`config.mk`:
```
export PLATFORM = sky130hd
export DESIGN_NAME = os_result_drain_flat
export DESIGN_NICKNAME = d
export VERILOG_FILES = /design/src/rtl/os_result_drain_if.sv /design/src/rtl/os_result_drain.sv /design/src/flat_wrapper.sv
export SDC_FILE = /design/constraint.sdc
export NUM_CORES = 1
export LEC_CHECK = 0
export BUFFER_PORTS_ARGS = -buffer_cell sky130_fd_sc_hd__buf_2
export CAP_MARGIN = 20
export CORE_UTILIZATION = 60
export CTS_CLUSTER_DIAMETER = 30
export DETAILED_ROUTE_END_ITERATION = 16
export PLACE_DENSITY = 0.75
export SLEW_MARGIN = 20
export SYNTH_ARGS = -nofsm -noshare
export SYNTH_HDL_FRONTEND = slang
export SYNTH_SLANG_ARGS = --single-unit
export TNS_END_PERCENT = 5
```
`constraint.sdc`:
```
create_clock -name clk -period 3.1 [get_ports clk]
set_input_delay 0.62 -clock clk [delete_from_list [all_inputs] [get_ports clk]]
set_output_delay 0.62 -clock clk [all_outputs]
set_load 0.02 [all_outputs]
```
`src/rtl/os_result_drain_if.sv`:
```
`default_nettype none
// ============================================================================
// Module   : os_result_drain_if
// Purpose  : Bundles the signals between the OS result drain, the top-level
//            controller (select code, data, end-of-output pulse) and the
//            off-chip byte sink (valid/ready/last stream plus status).
// Ports    : slave  - the drain block (consumes select/data, drives stream)
//            master - controller and sink side
// Revision : 1.0 - initial release
// ============================================================================
interface os_result_drain_if #(
    parameter int DATA_W = 16
);
    logic [3:0]        os_sel;
    logic [DATA_W-1:0] os_data;
    logic              end_os;
    logic [7:0]        out_byte;
    logic              out_valid;
    logic              out_ready;
    logic              out_last;
    logic              busy;
    logic              overflow;

    modport master (
        output os_sel, os_data, end_os, out_ready,
        input  out_byte, out_valid, out_last, busy, overflow
    );

    modport slave (
        input  os_sel, os_data, end_os, out_ready,
        output out_byte, out_valid, out_last, busy, overflow
    );
endinterface
`default_nettype wire

```
`src/rtl/os_result_drain.sv`:
```
`default_nettype none
// ============================================================================
// Module   : os_result_drain
// Purpose  : Captures the OS results presented by the shared result mux into
//            a local buffer, then streams them out as bytes, most significant
//            byte of each result first, over a valid/ready handshake.
// Ports    : clk  - system clock, rising edge
//            RST  - asynchronous active-high reset
//            bus  - os_sel/os_data/end_os in, out_byte/out_valid/out_last/
//                   busy/overflow out, out_ready in
// Revision : 1.0 - initial release
// ============================================================================
module os_result_drain #(
    parameter int DATA_W  = 16,
    parameter int NUM_RES = 9
) (
    input  wire logic         clk,
    input  wire logic         RST,
    os_result_drain_if.slave  bus
);
    localparam int c_BPR    = DATA_W / 8;
    localparam int c_TOTAL  = NUM_RES * c_BPR;
    localparam int c_IDX_W  = (c_TOTAL > 1) ? $clog2(c_TOTAL) : 1;
    localparam int c_WORD_W = (NUM_RES > 1) ? $clog2(NUM_RES) : 1;

    localparam logic [c_IDX_W-1:0] c_LAST_IDX = c_IDX_W'(c_TOTAL - 1);
    localparam logic [3:0]         c_SEL_MAX  = 4'(NUM_RES);

    localparam logic [1:0] c_ST_IDLE    = 2'd0;
    localparam logic [1:0] c_ST_CAPTURE = 2'd1;
    localparam logic [1:0] c_ST_SEND    = 2'd2;

    logic [1:0]          r_state,    w_state_nxt;
    logic [NUM_RES-1:0]  r_mask,     w_mask_nxt;
    logic [c_IDX_W-1:0]  r_idx,      w_idx_nxt;
    logic                r_overflow, w_overflow_nxt;
    logic [DATA_W-1:0]   r_buf [NUM_RES];

    logic                w_sel_ok;
    logic [c_WORD_W-1:0] w_wr_idx;
    logic                w_cap;
    logic                w_send;
    logic [c_WORD_W-1:0] w_word_idx;
    logic [DATA_W-1:0]   w_word;

    // Codes above NUM_RES are not results and are dropped silently.
    assign w_sel_ok = (bus.os_sel != 4'd0) && (bus.os_sel <= c_SEL_MAX);
    assign w_wr_idx = c_WORD_W'(bus.os_sel - 4'd1);
    assign w_send   = (r_state == c_ST_SEND);

    always_ff @(posedge clk or posedge RST) begin
        if (RST) begin
            r_state    <= c_ST_IDLE;
            r_mask     <= '0;
            r_idx      <= '0;
            r_overflow <= 1'b0;
        end else begin
            r_state    <= w_state_nxt;
            r_mask     <= w_mask_nxt;
            r_idx      <= w_idx_nxt;
            r_overflow <= w_overflow_nxt;
        end
    end

    always_comb begin
        w_state_nxt    = r_state;
        w_mask_nxt     = r_mask;
        w_idx_nxt      = r_idx;
        w_overflow_nxt = r_overflow;
        w_cap          = 1'b0;
        case (r_state)
            c_ST_IDLE, c_ST_CAPTURE: begin
                // A new header abandons any partial frame; a capture offered
                // in the same cycle belongs to the abandoned frame.
                if (bus.end_os) begin
                    w_state_nxt    = c_ST_IDLE;
                    w_mask_nxt     = '0;
                    w_overflow_nxt = 1'b0;
                end else if (w_sel_ok) begin
                    w_cap                = 1'b1;
                    w_mask_nxt[w_wr_idx] = 1'b1;
                    // Only the final code starts the drain; earlier gaps
                    // simply leave stale entries in the buffer.
                    if (bus.os_sel == c_SEL_MAX) begin
                        w_state_nxt = c_ST_SEND;
                        w_idx_nxt   = '0;
                    end else begin
                        w_state_nxt = c_ST_CAPTURE;
                    end
                end
            end
            c_ST_SEND: begin
                // The buffer is being read out, so any result offered now
                // is lost; end_os only clears status, the frame finishes.
                if (bus.os_sel != 4'd0) begin
                    w_overflow_nxt = 1'b1;
                end
                if (bus.end_os) begin
                    w_overflow_nxt = 1'b0;
                end
                if (bus.out_ready) begin
                    if (r_idx == c_LAST_IDX) begin
                        w_state_nxt = c_ST_IDLE;
                        w_mask_nxt  = '0;
                        w_idx_nxt   = '0;
                    end else begin
                        w_idx_nxt = r_idx + c_IDX_W'(1);
                    end
                end
            end
            default: begin
                w_state_nxt = c_ST_IDLE;
                w_mask_nxt  = '0;
                w_idx_nxt   = '0;
            end
        endcase
    end

    // Result storage carries no reset; it is only read after a capture.
    always_ff @(posedge clk) begin
        if (w_cap) begin
            r_buf[w_wr_idx] <= bus.os_data;
        end
    end

    // Byte index -> (result, lane), lane 0 being the most significant byte.
    always_comb begin
        w_word_idx = c_WORD_W'(int'(r_idx) / c_BPR);
        w_word     = r_buf[w_word_idx] >> (8 * (c_BPR - 1 - (int'(r_idx) % c_BPR)));
    end

    // Outputs decode registered state only, so they stay stable under
    // backpressure and fall immediately with the asynchronous reset.
    assign bus.out_valid = w_send;
    assign bus.out_byte  = w_send ? w_word[7:0] : 8'd0;
    assign bus.out_last  = w_send && (r_idx == c_LAST_IDX);
    assign bus.busy      = (r_state != c_ST_IDLE);
    assign bus.overflow  = r_overflow;
endmodule
`default_nettype wire

```
`src/flat_wrapper.sv`:
```
// flat-port wrapper written by rule: the top's interface ports become plain ports
module os_result_drain_flat 
#(
    parameter int DATA_W  = 16,
    parameter int NUM_RES = 9
)
  (clk, RST, bus_os_sel, bus_os_data, bus_end_os, bus_out_ready, bus_out_byte, bus_out_valid, bus_out_last, bus_busy, bus_overflow);
  os_result_drain_if #(.DATA_W(DATA_W)) bus_i ();
  input  wire logic clk;
  input  wire logic RST;
  input wire logic [$bits(bus_i.os_sel)-1:0] bus_os_sel;
  input wire logic [$bits(bus_i.os_data)-1:0] bus_os_data;
  input wire logic [$bits(bus_i.end_os)-1:0] bus_end_os;
  input wire logic [$bits(bus_i.out_ready)-1:0] bus_out_ready;
  output wire logic [$bits(bus_i.out_byte)-1:0] bus_out_byte;
  output wire logic [$bits(bus_i.out_valid)-1:0] bus_out_valid;
  output wire logic [$bits(bus_i.out_last)-1:0] bus_out_last;
  output wire logic [$bits(bus_i.busy)-1:0] bus_busy;
  output wire logic [$bits(bus_i.overflow)-1:0] bus_overflow;
  assign bus_i.os_sel = bus_os_sel;
  assign bus_i.os_data = bus_os_data;
  assign bus_i.end_os = bus_end_os;
  assign bus_i.out_ready = bus_out_ready;
  assign bus_out_byte = bus_i.out_byte;
  assign bus_out_valid = bus_i.out_valid;
  assign bus_out_last = bus_i.out_last;
  assign bus_busy = bus_i.busy;
  assign bus_overflow = bus_i.overflow;
  os_result_drain #(.DATA_W(DATA_W), .NUM_RES(NUM_RES)) u_core (.clk(clk), .RST(RST), .bus(bus_i));
endmodule
```
==> reports/qor.csv <==
stage,metric,value,unit
power_and_ir_drop,power-per-cell-area,856,nW/µm²
synthesis,synthAdderAreaFrac,0.00407,
timing,fmaxAchievable,329,MHz
synthesis,yosys-top-cells-area,"edfxtp_1, mux2i_1, mux4_2",
final_layout,n_antenna_cell,0,
setup_path,crit_fanout,12,
placement,dp_cells,516,
detailed_routing,via_per_inst,6.31,
detailed_routing,drt_iter0_drc,205,
cts,clk_pin_slew,70,ps
synthesis,synth_cells,345,
synthesis,syn_nets,371,
power_and_ir_drop,sequentialPowerShare,0.393,
final_layout,drive_gt1_frac,0.290,
floorplan,ios,36,
timing,slew_headroom,0.662,
global_routing,grt.total_usage,0.264,
detailed_routing,ant_nets,0,
power_and_ir_drop,p_total,6.12,mW
placement,gp_congestion,0.812,
run,cap_violations,0,
placement,dp_slack,406,ps
detailed_routing,drcViolationCount,0,
timing,worst_pin_slew,506,ps
synthesis,ys_seq_area_frac,0.737,
global_routing,grt_pass1_vias,3413,
timing,fin_ws,56.6,ps
global_routing,grt_antenna_before_repair,0,
placement,portBuffers,35,
cts,cts_htree_levels,4,
cts,clock_sinks,152,
final_layout,areaGrowthSynthToFinish,16.4,%
cts,cts_buffers,17,
timing,grt_setup_unrepaired,yes,
synthesis,synth_area,6140,µm²
global_routing,grt_remaining_overflow,0,
detailed_routing,finalWirelength,12.9,mm
detailed_routing,num_vias,3473,
floorplan,die_x,103,µm
power_and_ir_drop,peakVddDrop,0.000427,V
floorplan,core,9860,µm²
power_and_ir_drop,clkPwrFrac,0.309,
setup_path,cp-start-kind,flop,
floorplan,row_count,36,
cts,cts_buffer_depth,2,
power_and_ir_drop,comb_power_share,0.298,
cts,clk_latency,530,ps
synthesis,yosysTopAreaCell,edfxtp_1,
synthesis,ys.flop_type,edfxtp_1,
timing,worst_clock_skew,5.19,ps
detailed_routing,routedWlPerCell,23.4,µm
synthesis,synth_seq_cells,152,
cts,cts_root_buf,clkbuf_8,
synthesis,ys_warn_count,0,
final_layout,multiInputGateArea,1550,µm²
synthesis,synth-xor-area-share,0,
final_layout,regArea,4530,µm²
synthesis,synthSimpleGateAreaFrac,0.0597,
synthesis,async_flop_share,0.0526,
power_and_ir_drop,p_int,4.16,mW
floorplan,dieHeight,103,µm
setup_path,cp.arrival,2420,ps
power_and_ir_drop,switching_power,1.95,mW
timing,hold_viol,0,
final_layout,layout.nets,430,
setup_path,crit_required,2480,ps
final_layout,nFillCells,566,
cts,cts_tree,done,
power_and_ir_drop,p_leak,2.44,nW
setup_path,r2r_cells,7,
setup_path,worst_setup_path_end_kind,output port,
synthesis,synth_top_family_by_area,multiplexers,
timing,finalSetupViolCount,0,
synthesis,synth_top_area_frac,0.704,
min_path,hold_path.class,in2async,
floorplan,dieArea,10600,µm²
floorplan,initial_core_util,0.623,
synthesis,synth_mux_area_frac,0.127,
timing,layout_min_cycle_time,3040,ps
setup_path,criticalPathCategory,reg2out,
synthesis,synth_edf_count,144,
placement,hpwlAfterDp,7.38,mm
global_routing,grt_pass1_wl,19.0,mm
final_layout,finalNonFillerCells,550,
synthesis,yosysUniqueCellTypes,45,
timing,slew_violations,0,
timing,period_share,0.982,
detailed_routing,drtPass1Iterations,5,
power_and_ir_drop,sw_frac_of_total,0.319,
global_routing,grt_max_degree,21,
outcome,outcome,completed,
synthesis,syn_area_per_cell,17.8,µm²
synthesis,synth-compound-area-share,0.0532,
==> worst max-delay path, cell delays in order (launching register included) <==
cell      delay [ps]
dfrtp_2          510
or3b_2           550
o22ai_1          140
nor4_1            90
a221oi_1         360
buf_2            240
==> cell usage after synthesis, types with 2 or more instances <==
master and n:
o2bb2ai_1 3, edfxtp_1 144, o22ai_1 4, nand3_1 6
mux2i_1 41, ha_1 2, a22oi_1 4, nand2b_1 7
o21ai_0 15, clkbuf_1 4, nor2_1 17, mux4_2 16
or2_2 2, inv_1 5, buf_2 6, nor2b_1 2
buf_4 2, nor4_1 6, a21oi_1 4, and3_1 3
nor3b_1 2, o211ai_1 3, dfrtp_1 8, nand3b_1 2
o21a_1 3, buf_6 3, nor3_1 4, a221oi_1 6
nand2_1 5
==> power by group through the flow <==
stage                     Clock [mW]  Sequential (mW)  Combinational (mW)
after floorplan                    0             2.36                1.33
after global placement             0             2.47                1.71
after detailed placement           0             2.47                1.73
after CTS                       1.90             2.40                1.81
after global routing            1.98             2.41                1.96
final                           1.89             2.41                1.82
==> layout make-up <==
type | count | share of cell area
Timing Repair Buffer | 56 | 0.0483
Multi-Input combinational cell | 172 | 0.216
Tap cell | 133 | 0.0233
Inverter | 5 | 0.00263
Clock buffer | 18 | 0.0585
Sequential cell | 152 | 0.634
Clock inverter | 14 | 0.0175
==> routing by layer <==
metal  share of wire  track usage
met2            0.48        0.406
met5               0            0
met1            0.43        0.356
met4           0.024        0.132
met3           0.063       0.0664
==> state kept, by name (all words and copies together) (netlist names) <==
signal	flops
u_core.r_state	2
u_core.bus.overflow	1
u_core.r_idx	5
u_core.r_buf	144
==> layout by cell type (no fill, tap or decap), drive strengths merged, types with 2 or more instances in the layout <==
cell / synthesis / layout
nand2: 5 / 5
a21oi: 4 / 4
nor4: 6 / 6
a22oi: 4 / 4
clkinv: 0 / 5
nor2b: 2 / 2
dfrtp: 8 / 8
o21ai: 16 / 16
o2bb2ai: 3 / 3
nand3: 6 / 6
o21a: 3 / 3
or3b: 2 / 2
mux4: 16 / 16
or2: 2 / 2
clkbuf: 4 / 18
clkinvlp: 0 / 5
edfxtp: 144 / 144
a221oi: 6 / 6
mux2i: 41 / 41
inv: 5 / 8
nand2b: 7 / 7
nor3b: 2 / 2
buf: 12 / 56
nor2: 17 / 17
ha: 2 / 2
o22ai: 4 / 4
nor3: 4 / 4
nand3b: 2 / 2
o211ai: 3 / 3
and3: 3 / 3
==> timing repair <==
action | in CTS | in global routing
resized for setup | 2 | 2
setup endpoints to repair | 4 | 7
hold buffers | 0 | 0
pin swaps | 0 | 1
buffers inserted | 2 | 0
==> cells by family (layout without fill, tap and decap cells) <==
| kind of cell | after synthesis | after routing |
|---|---|---|
| flip-flops | 152 | 152 |
| AND/OR/NAND/NOR | 65 | 65 |
| multiplexers | 58 | 58 |
| AO/OA/AOI/OAI | 47 | 47 |
| buffers and inverters | 21 | 93 |
| adder cells (fa/ha/maj) | 2 | 2 |
==> final timing paths <==
check	start	slack, ps	to
worst max-delay path	u_core.r_idx[3]	60	bus_out_byte[5]
worst min-delay path	RST	40	u_core.bus.overflow
worst max register to register	u_core.r_idx[1]	1090	u_core.r_idx[1]
worst min register to register	u_core.bus.overflow	570	u_core.bus.overflow
max in group asynchronous	RST	2770	u_core.r_idx[1]
min in group clk	bus_out_ready	350	u_core.r_state[1]
==> per-stage QoR <==
stage	hold slack, ps	area [µm²]	utilization	TNS (ps)
2_1_floorplan	436	6140	-	0
3_3_place_gp	539	6570	0.666	0
3_5_place_dp	549	6570	0.666	0
4_1_cts	23.9	7140	0.724	0
5_1_grt	44.9	7150	0.725	-134
6_report	38.4	7150	0.725	0
No activity file was read; power rests on OpenSTA's default activity.
